`src/rtl/key_request_if.sv`:
```
// Pedestrian key bundle: raw key and sequencer ack in, debounced level, press events and
// the held pedestrian request out.
interface key_request_if;
    logic key_n;
    logic req_ack;
    logic key_level;
    logic short_pulse;
    logic long_pulse;
    logic ped_req;

    // Driver side: the button and the light sequencer
    modport master (
        output key_n,
        output req_ack,
        input  key_level,
        input  short_pulse,
        input  long_pulse,
        input  ped_req
    );

    // Controller side
    modport slave (
        input  key_n,
        input  req_ack,
        output key_level,
        output short_pulse,
        output long_pulse,
        output ped_req
    );
endinterface

```
`src/rtl/key_request_ctrl.sv`:
```
// Pedestrian push-button front end: synchronises and debounces the active-low key, classifies
// each press as short or long, and holds a pedestrian request until the sequencer acks it.
module key_request_ctrl #(
    parameter int unsigned DEBOUNCE_CYCLES = 640000,
    parameter int unsigned LONG_CYCLES     = 64000000,
    parameter int unsigned CNT_W           = 32
) (
    input  logic         sys_clk,
    input  logic         sys_rst_n,
    key_request_if.slave bus
);

    typedef enum logic [1:0] {
        StIdle,
        StPress,
        StLongHeld
    } state_e;

    localparam logic [CNT_W-1:0] DbLast   = CNT_W'(DEBOUNCE_CYCLES - 1);
    localparam logic [CNT_W-1:0] HoldLast = CNT_W'(LONG_CYCLES - 1);
    localparam logic [CNT_W-1:0] CntOne   = CNT_W'(1);

    logic [1:0]       r_sync;
    logic             w_key_sync;
    logic [CNT_W-1:0] r_db_cnt;
    logic             r_key_level;

    state_e           r_state;
    state_e           w_state_nxt;
    logic [CNT_W-1:0] r_hold_cnt;
    logic [CNT_W-1:0] w_hold_nxt;
    logic             r_short;
    logic             w_short_nxt;
    logic             r_long;
    logic             w_long_nxt;
    logic             r_ped_req;

    assign w_key_sync = r_sync[1];

    // Two-flop synchroniser; resets to "released" so a held key must debounce again
    always_ff @(posedge sys_clk or negedge sys_rst_n) begin
        if (!sys_rst_n) begin
            r_sync <= 2'b11;
        end else begin
            r_sync <= {r_sync[0], bus.key_n};
        end
    end

    // Debounce: accept a new level only after it differs from key_level for DEBOUNCE_CYCLES
    always_ff @(posedge sys_clk or negedge sys_rst_n) begin
        if (!sys_rst_n) begin
            r_db_cnt    <= '0;
            r_key_level <= 1'b1;
        end else if (w_key_sync == r_key_level) begin
            r_db_cnt <= '0;
        end else if (r_db_cnt == DbLast) begin
            r_key_level <= w_key_sync;
            r_db_cnt    <= '0;
        end else begin
            r_db_cnt <= r_db_cnt + CntOne;
        end
    end

    // Press classifier state, hold counter and registered event pulses
    always_ff @(posedge sys_clk or negedge sys_rst_n) begin
        if (!sys_rst_n) begin
            r_state    <= StIdle;
            r_hold_cnt <= '0;
            r_short    <= 1'b0;
            r_long     <= 1'b0;
        end else begin
            r_state    <= w_state_nxt;
            r_hold_cnt <= w_hold_nxt;
            r_short    <= w_short_nxt;
            r_long     <= w_long_nxt;
        end
    end

    // Next-state logic; a release seen in PRESS wins over reaching the long threshold
    always_comb begin
        w_state_nxt = r_state;
        w_hold_nxt  = r_hold_cnt;
        w_short_nxt = 1'b0;
        w_long_nxt  = 1'b0;
        case (r_state)
            StIdle: begin
                if (!r_key_level) begin
                    w_state_nxt = StPress;
                    w_hold_nxt  = '0;
                end
            end
            StPress: begin
                if (r_key_level) begin
                    w_short_nxt = 1'b1;
                    w_state_nxt = StIdle;
                end else if (r_hold_cnt == HoldLast) begin
                    w_long_nxt  = 1'b1;
                    w_state_nxt = StLongHeld;
                end else begin
                    w_hold_nxt = r_hold_cnt + CntOne;
                end
            end
            StLongHeld: begin
                // Counter frozen: one long pulse per press, however long it is held
                if (r_key_level) begin
                    w_state_nxt = StIdle;
                end
            end
            default: begin
                w_state_nxt = StIdle;
            end
        endcase
    end

    // Request latch: cancel beats set, and a fresh short press survives a same-cycle ack
    always_ff @(posedge sys_clk or negedge sys_rst_n) begin
        if (!sys_rst_n) begin
            r_ped_req <= 1'b0;
        end else if (r_long) begin
            r_ped_req <= 1'b0;
        end else if (r_short) begin
            r_ped_req <= 1'b1;
        end else if (r_ped_req && bus.req_ack) begin
            r_ped_req <= 1'b0;
        end
    end

    assign bus.key_level   = r_key_level;
    assign bus.short_pulse = r_short;
    assign bus.long_pulse  = r_long;
    assign bus.ped_req     = r_ped_req;

endmodule

```
`src/flat_wrapper.sv`:
```
// flat-port wrapper written by rule: the top's interface ports become plain ports
module key_request_ctrl_flat 
#(
    parameter int unsigned DEBOUNCE_CYCLES = 640000,
    parameter int unsigned LONG_CYCLES     = 64000000,
    parameter int unsigned CNT_W           = 32
)
  (sys_clk, sys_rst_n, bus_key_n, bus_req_ack, bus_key_level, bus_short_pulse, bus_long_pulse, bus_ped_req);
  key_request_if bus_i ();
  input  logic sys_clk;
  input  logic sys_rst_n;
  input wire logic [$bits(bus_i.key_n)-1:0] bus_key_n;
  input wire logic [$bits(bus_i.req_ack)-1:0] bus_req_ack;
  output wire logic [$bits(bus_i.key_level)-1:0] bus_key_level;
  output wire logic [$bits(bus_i.short_pulse)-1:0] bus_short_pulse;
  output wire logic [$bits(bus_i.long_pulse)-1:0] bus_long_pulse;
  output wire logic [$bits(bus_i.ped_req)-1:0] bus_ped_req;
  assign bus_i.key_n = bus_key_n;
  assign bus_i.req_ack = bus_req_ack;
  assign bus_key_level = bus_i.key_level;
  assign bus_short_pulse = bus_i.short_pulse;
  assign bus_long_pulse = bus_i.long_pulse;
  assign bus_ped_req = bus_i.ped_req;
  key_request_ctrl #(.DEBOUNCE_CYCLES(DEBOUNCE_CYCLES), .LONG_CYCLES(LONG_CYCLES), .CNT_W(CNT_W)) u_core (.sys_clk(sys_clk), .sys_rst_n(sys_rst_n), .bus(bus_i));
endmodule
```
`config.mk`:
```
export PLATFORM = sky130hd
export DESIGN_NAME = key_request_ctrl_flat
export DESIGN_NICKNAME = d
export VERILOG_FILES = /design/src/rtl/key_request_if.sv /design/src/rtl/key_request_ctrl.sv /design/src/flat_wrapper.sv
export SDC_FILE = /design/constraint.sdc
export NUM_CORES = 1
export LEC_CHECK = 0
export CORE_ASPECT_RATIO = 0.75
export CORE_UTILIZATION = 40
export CTS_CLUSTER_DIAMETER = 40
export DETAILED_ROUTE_END_ITERATION = 10
export PLACE_DENSITY_LB_ADDON = 0.25
export SLEW_MARGIN = 15
export SYNTH_ARGS = -nofsm -noshare
export SYNTH_HDL_FRONTEND = slang
export SYNTH_SLANG_ARGS = --single-unit
```
`constraint.sdc`:
```
create_clock -name sys_clk -period 3.5 [get_ports sys_clk]
set_clock_uncertainty 0.05 [all_clocks]
set_input_delay 0.7 -clock sys_clk [delete_from_list [all_inputs] [get_ports sys_clk]]
set_output_delay 0.7 -clock sys_clk [all_outputs]
set_load 0.005 [all_outputs]
```
### After elaboration in Yosys (flattened, before gate mapping)

Cells that the tools add are included.

* word-level logic and storage cells: 47
* bits of input ports: 4
* bits in registers: 72
* output and inout bits: 4

* equality and inequality tests: 10
* add/sub/neg operators: 2
* multiplexer cells: 19
* bitwise logic cells: 1
* reductions and logical operators: 7

Operator list (number)
* two-way mux 32 bit: 5
* adder 32 x 1 -> 32 bit, second input constant: 2
* one-hot mux 32 bit (2 select lines): 1
* equality test 32 x 20 -> 1 bit, second input constant: 1
* equality test 32 x 26 -> 1 bit, second input constant: 1
* two-way mux 1 bit: 8
* two-way mux 2 bit: 4
* != test 2 bit, second input constant: 3
* one-hot mux 2 bit (3 select lines): 1
* AND reduction 4 bit: 1
* != test 3 x 1 -> 1 bit, second input constant: 1
* AND reduction 3 bit: 1
* nonzero test 3 bit: 1
* equality test 2 x 1 -> 1 bit, second input constant: 1
* equality test 2 bit, second input constant: 1
* logical NOT 2 bit: 1
* != test 2 x 1 -> 1 bit, second input constant: 1
* AND reduction 2 bit: 1
* nonzero test 2 bit: 1
* equality test 1 bit: 1
* logical AND 1 bit: 1
* inverter 1 bit: 1

### Longest topological paths before layout

Gate-level depths: netlist of the first run.

* depth in word-level cells: 4
* depth in mapped cells: 8
* gate-level depth less buffers: 6

### Worst setup path after synthesis of the first run

No wires, ideal clock.

* path type: register -> register
* start: reg u_core.r_db_cnt[27]
* end: reg u_core.r_db_cnt[12]
* setup time: 0.119 ns
* data required time: 3.331 ns
* path slack: 1.505 ns
* period minus slack after synthesis: 1.995 ns
* path buffers: 2
* arrival: 1.826 ns
* stages on the path, launching flop included: 8
* cells stage by stage: dfrtp_1 or4_1 or4_1 nor3_2 or2_1 buf_6 buf_12 nor2_1

* longest elaborated chain between the ends: 3

Ends and longest elaborated chain
* start, declared: line key_request_ctrl.sv:25 `logic [CNT_W-1:0] r_db_cnt;`
* start signal, assigned: line key_request_ctrl.sv:60 `r_db_cnt <= r_db_cnt + CntOne;`
* equality test 32 x 20 -> 1 bit: line key_request_ctrl.sv:56 `end else if (r_db_cnt == DbLast) begin`
* two-way mux 32 bit: line key_request_ctrl.sv:56
* two-way mux 32 bit: line key_request_ctrl.sv:54 `end else if (w_key_sync == r_key_level) begin`

Every way passes these cells.
A chain may end at the register's enable or synchronous reset.

### Worst setup path after layout of the first run

* start: reg u_core.r_state[0]
* end: reg u_core.r_hold_cnt[21]

* longest elaborated chain between the ends: 3
* elaborated cells on any way between the ends: 8
* classes of those cells: 4 x eq/ne; 1 x mux; 3 x reduce/logical

Ends and longest elaborated chain
* start, declared: line key_request_ctrl.sv:28 `state_e r_state;`
* start signal, assigned: line key_request_ctrl.sv:67 `r_state <= StIdle;`
* start signal, assigned: line key_request_ctrl.sv:72 `r_state <= w_state_nxt;`
* equality test 2 x 1 -> 1 bit or logical NOT 2 bit (tied branches): line key_request_ctrl.sv:85 `case (r_state)`
* != test 2 bit (no line) or nonzero test 2 bit (tied branches)
* AND reduction 4 bit (no line)
* end signal, assigned: line key_request_ctrl.sv:73 `r_hold_cnt <= w_hold_nxt;`
* end, declared: line key_request_ctrl.sv:30 `logic [CNT_W-1:0] r_hold_cnt;`

Several ways; a longest one is shown, not always the timed one.

==> results of run 1 <==
## Yosys cell counts (4+ instances only)
master / n / area share (%)
dfrtp_1: 69 / 45
nor2_1: 54 / 5.3
nand2_1: 33 / 3.3
nand3_1: 31 / 4.1
xor2_1: 25 / 5.8
nand4_1: 23 / 3.8
a21oi_1: 15 / 2.0
or4_1: 14 / 2.8
xnor2_1: 12 / 2.8
inv_1: 10 / 0.99
o21ai_0: 9 / 1.2
clkbuf_1: 6 / 0.59
nor3_1: 6 / 0.79
nor4_1: 6 / 0.99
o211ai_1: 6 / 1.2
o31ai_1: 6 / 1.2
or3_1: 6 / 0.99
and4_1: 5 / 1.2
nor4_2: 4 / 1.3
o311ai_0: 4 / 0.92
## worst max-delay path: stages (launching register included)
cell and delay, ps:
dfrtp_1 710, nor4b_1 480, nand4_1 280, o31ai_2 580, nor4_1 100, a31o_2 240
## path summary, 6_finish.rpt
check	end	slack, ps	depth (start not counted)
worst max-delay path	u_core.r_hold_cnt[21]$_DFFE_PN0P_	940	5
max in group asynchronous	u_core.r_db_cnt[14]$_DFF_PN0_	2350	1
worst min register to register	u_core.r_sync[1]$_DFF_PN1_	310	0
min in group asynchronous	u_core.r_hold_cnt[4]$_DFFE_PN0P_	460	1
worst min-delay path	u_core.r_sync[1]$_DFF_PN1_	310	0
worst max register to register	u_core.r_hold_cnt[21]$_DFFE_PN0P_	940	5
## area by class of cell
class                   count  area (um2)
fillers                   874        4870
multi-input cells         298        1860
flip-flops and latches     72        1810
clock buffers              13         260
well taps                 128         160
repair buffers             11        97.6
clock inverters             3        65.1
inverters                  10        37.5
## cells by family after synthesis
| group | count (synthesis) | share of synthesized area [%] |
|---|---|---|
| adder cells (fa/ha/maj) | 2 | 0.658 |
| buffers and inverters | 22 | 3.68 |
| XOR/XNOR | 37 | 8.52 |
| AO/OA/AOI/OAI | 51 | 9.04 |
| multiplexers | 3 | 0.855 |
| AND/OR/NAND/NOR | 205 | 29.8 |
| flip-flops | 72 | 47.5 |
## sequential cells by signal, indices dropped and copies added, names as in the netlist
register and count:
u_core.bus.long_pulse 1, u_core.r_db_cnt 32, u_core.r_hold_cnt 32, u_core.r_state 2, u_core.bus.key_level 1, u_core.bus.ped_req 1
u_core.bus.short_pulse 1, u_core.r_sync 2
## power breakdown
part / switching (mW) / internal (mW)
combinational: 0.0243 / 0.00684
sequential: 0.00353 / 0.838
clock: 0.325 / 0.662
## placed cells by master (no fill, tap or decap), types with 3 or more instances in the layout
cell / count
clkbuf_16: 9
nand2_1: 33
nor4b_1: 3
and3_1: 3
nand4_1: 23
xor2_1: 25
o21ai_0: 9
a21oi_1: 15
buf_4: 5
dfstp_2: 3
nor4_2: 4
o311ai_0: 4
dfrtp_1: 69
nor4_1: 6
inv_1: 10
nor3_1: 6
nand3_1: 31
and4_1: 5
or4_1: 14
o211ai_1: 6
or3_1: 6
xnor2_1: 12
o31ai_1: 6
nor2_1: 54
clkdlybuf4s50_1: 6
## per-layer routing
| metal | vias up | global-route usage, % | part of all wire [%] |
|---|---|---|---|
| met5 | - | 0 | 0 |
| met4 | 0 | 4.01 | 0.72 |
| met3 | 5 | 4.20 | 4.0 |
| met2 | 52 | 25.0 | 42 |
| met1 | 1460 | 26.6 | 53 |
| li1 | 1455 | - | - |
## metrics by stage
step | util [%] | area, um2 | instances
6_report | 46.8 | 4290 | 535
5_1_grt | 46.8 | 4290 | 535
4_1_cts | 46.8 | 4290 | 535
3_5_place_dp | 43.2 | 3960 | 519
3_3_place_gp | 43.2 | 3960 | 519
2_1_floorplan | - | 3800 | 392
==> flow_summary.yaml, run 1 <==
logic_synthesis:
  synth-edff-count: 0
  seq_area_frac_synth_pct: 47.5
  synthFlopType: "dfrtp_1"
  synth_warnings: 0
  synth_seq_cells: 72
  syn_inst: 392
  synth.distinct_cells: 53
  synth_fp_nets: 398
  synth_area_um2: 3800
  postSynthAreaPerCell_um2: 9.71
  async_flop_share_pct: 100
sta:
  period_share_pct: 73.2
  setup_ws_ps: 937
  worstMarginPinSlew_ps: 1050
  layout_min_cycle_time_ps: 2560
  whs_ps: 306
  fmax_mhz: 390
  finalHoldViolations: 0
  slew_violations: 0
  setup-tns-final_ps: 0
  setup_viol: 0
  rsz0062_at_grt: "false"
  slew_headroom_pct: 29.5
setup_path:
  cp-end-kind: "register"
  reg2reg_from: "u_core.r_state[0]$_DFFE_PN0P_"
  path_class: "register to register"
  crit_start: "u_core.r_state[0]$_DFFE_PN0P_"
  critPathRequiredTime_ps: 3660
  worstPathArrival_ps: 2720
  critPathMaxFanout: 15
  cp-start-kind: "register"
clock_tree:
  cts.path.max_buffers: 2
  worst_skew_pair.late_latency_ps: 320
  cts_tree: "built"
  postCtsSetupBuffers: 0
  cts-root-buf: "clkbuf_16"
  cts_hold_repair.buffers: 0
  cts-resized-gates: 0
  clk_pin_slew_worst_paths_ps: 50
  htreeDepth: 3
  numCtsBuffers: 9
  clock-sinks: 72
cells_and_area:
  layout-drive-gt1-share_pct: 10.6
  diodes: 0
  finalNetCount: 408
  syn_to_final_growth_pct: 12.6
place:
  place.gp.congestion: 0.809
  port-buffer-count: 7
  dp_hpwl_um: 5500
  dpl_worst_slack_ps: 1060
die:
  die_y_um: 86.5
  io_pins: 8
  die_w_um: 115
  die_area_um2: 9910
  fp-row-count: 30
  initial_core_util_pct: 41.5
  core_um2: 9160
routing:
  firstDrtPassIters: 4
  ant_nets: 0
  drc: 0
  drtIter0Drc: 249
  wl_um: 8240
  vias: 2972
  viasPerCell: 5.56
  routedWlPerCell_um: 15.4
pwr:
  p_leak_nw: 1.73
  power_density_nw_per_um2: 434
  fin_total_pwr_mw: 1.86
  ir_drop_mv: 0.272
worst_hold_path:
  hold_start: "u_core.r_sync[0]$_DFF_PN1_"
  hp-class: "register to register"
outcome:
  status: "finished, final reports clean"
job:
  cap_violations: 0
global_route:
  grt_pass1_wl_um: 13500
  gr-total-overflow: 0
  antenna_found_initial: 0
  grt_pass1_vias: 2712
  grt_max_degree: 73
  grt_use_total_pct: 17.5
(Power assumes the default switching activity.)
==> inputs of run 2 (changes only) <==
- clock period: 3.5 -> 2.5 ns (I/O delays scaled with it)
==> flow_summary.yaml, run 2 (synthesis results as in run 1) <==
cells_and_area:
  layout-drive-gt1-share_pct: 12.6
  diodes: 0
  mostFrequentLayoutCells: "dfrtp_1, nor2_1, nand2_1, nand3_1, xor2_1"
  top_regs: "u_core.r_db_cnt (32), u_core.r_hold_cnt (32)"
  finalNetCount: 415
  fin_util_pct: 47.5
  syn_to_final_growth_pct: 14.4
  final_area_um2: 4350
  layout_commonest_cell: "dfrtp_1"
sta:
  worstMarginPinSlew_ps: 549
  setup_viol: 0
  finalHoldViolations: 0
  slew_violations: 0
  setup-tns-final_ps: 0
  setup_ws_ps: 331
  rsz0062_at_grt: "false"
  fmax_mhz: 461
  period_share_pct: 86.7
  layout_min_cycle_time_ps: 2170
  slew_headroom_pct: 63.4
global_route:
  grt_pass1_vias: 2834
  grt_use_total_pct: 18.4
  gr-total-overflow: 0
  grt_pass1_wl_um: 14100
  antenna_found_initial: 0
  grt_max_degree: 42
job:
  cap_violations: 0
routing:
  ant_nets: 0
  vias: 3035
  drtIter0Drc: 257
  drc: 0
  firstDrtPassIters: 5
  routedWlPerCell_um: 15.1
  wl_um: 8200
  viasPerCell: 5.60
outcome:
  status: "finished, final reports clean"
place:
  dp_hpwl_um: 5640
  dpl_worst_slack_ps: 372
  place.gp.congestion: 0.803
  port-buffer-count: 7
  dpl-instance-area_um2: 4040
clock_tree:
  cts-resized-gates: 0
  clock-sinks: 72
  clk_pin_slew_worst_paths_ps: 60
  cts_tree: "built"
  numCtsBuffers: 9
  htreeDepth: 3
  cts-root-buf: "clkbuf_16"
  cts_hold_repair.buffers: 0
  worst_skew_pair.late_latency_ps: 330
  postCtsSetupBuffers: 0
  cts.path.max_buffers: 2
setup_path:
  path_class: "register to register"
  cp-start-kind: "register"
  cp-end-kind: "register"
  crit_start: "u_core.r_db_cnt[26]$_DFF_PN0_"
  critPathRequiredTime_ps: 2670
  critPathBufInv: 1
  slowest_stage: "or4_1"
  cp_cell_sequence: "or4_1 -> or4_1 -> nor3_2 -> or2_1 -> buf_12 -> nor2_1"
  worstPathArrival_ps: 2340
  reg2reg_from: "u_core.r_db_cnt[26]$_DFF_PN0_"
  critPathMaxFanout: 26
  crit_path_max_incr_delay_ps: 520
  cpMostUsedCell: "or4_1"
  critPathTopFamily: "simple AND/OR/NAND/NOR gates"
die:
  die_y_um: 86.5
  io_pins: 8
  die_w_um: 115
  fp-row-count: 30
  core_um2: 9160
  initial_core_util_pct: 41.5
  die_area_um2: 9910
pwr:
  ir_drop_mv: 0.288
  power_density_nw_per_um2: 589
  p_leak_nw: 1.76
worst_hold_path:
  hp-class: "input pin to async pin"
==> run 2: cell count changes in the layout (fill, tap and decap cells not counted), sizes merged <==
cell | before | now
clkbuf | 13 | 11
inv | 10 | 11
bufinv | 2 | 1
buf | 5 | 12
clkinvlp | 0 | 1
clkinv | 1 | 2
==> run 2: worst register-to-register path: cells and delay by family, from the launching register on <==
| kind | cells | cell delay [ps] |
|---|---|---|
| buffers and inverters | 1 | 180 |
| AND/OR/NAND/NOR | 5 | 1400 |
| flip-flops | 1 | 420 |
==> run 2: path summary, 6_finish.rpt <==
check | end | slack [ps] | cells past startpoint
max | u_core.r_db_cnt[5]$_DFF_PN0_ | 330 | 6
min | u_core.r_hold_cnt[10]$_DFFE_PN0P_ | 110 | 1
max reg2reg | u_core.r_db_cnt[5]$_DFF_PN0_ | 330 | 6
min reg2reg | u_core.r_sync[1]$_DFF_PN1_ | 310 | 0
max in group asynchronous | u_core.r_sync[1]$_DFF_PN1_ | 1660 | 2
min in group sys_clk | u_core.r_sync[1]$_DFF_PN1_ | 310 | 0
==> run 2: final cells by class <==
class	count	area, um2
fillers	884	4800
repair buffers	18	175
flip-flops and latches	72	1810
clock buffers	11	253
well taps	128	160
inverters	10	37.5
clock inverters	5	63.8
multi-input cells	298	1860
==> run 2: layer usage <==
layer	wire (um)	track usage, %	part of all wire, %
met1	4180	26.4	51
met2	3520	26.7	43
met3	419	5.17	5.1
met4	78	5.79	0.95
met5	0	0	0
==> run 2: power breakdown <==
part / switching (mW) / internal (mW) / leakage (nW)
clock network: 0.501 / 0.833 / 0.152
logic: 0.0357 / 0.0158 / 0.632
registers: 0.00502 / 1.17 / 0.978
==> run 2: stage by stage <==
stage / hold WS, ps / instances / power [mW]
6_report: 109 / 542 / 2.56
5_1_grt: 149 / 542 / 2.66
4_1_cts: 119 / 542 / 2.61
3_5_place_dp: 304 / 526 / 1.25
3_3_place_gp: 302 / 526 / 1.25
2_1_floorplan: 154 / 392 / 1.22
==> inputs of run 3 (changes only) <==
- GPL_ROUTABILITY_DRIVEN: default -> 0
==> results of run 3 <==
Final layout, timing and power as in run 2 (identical DEF).
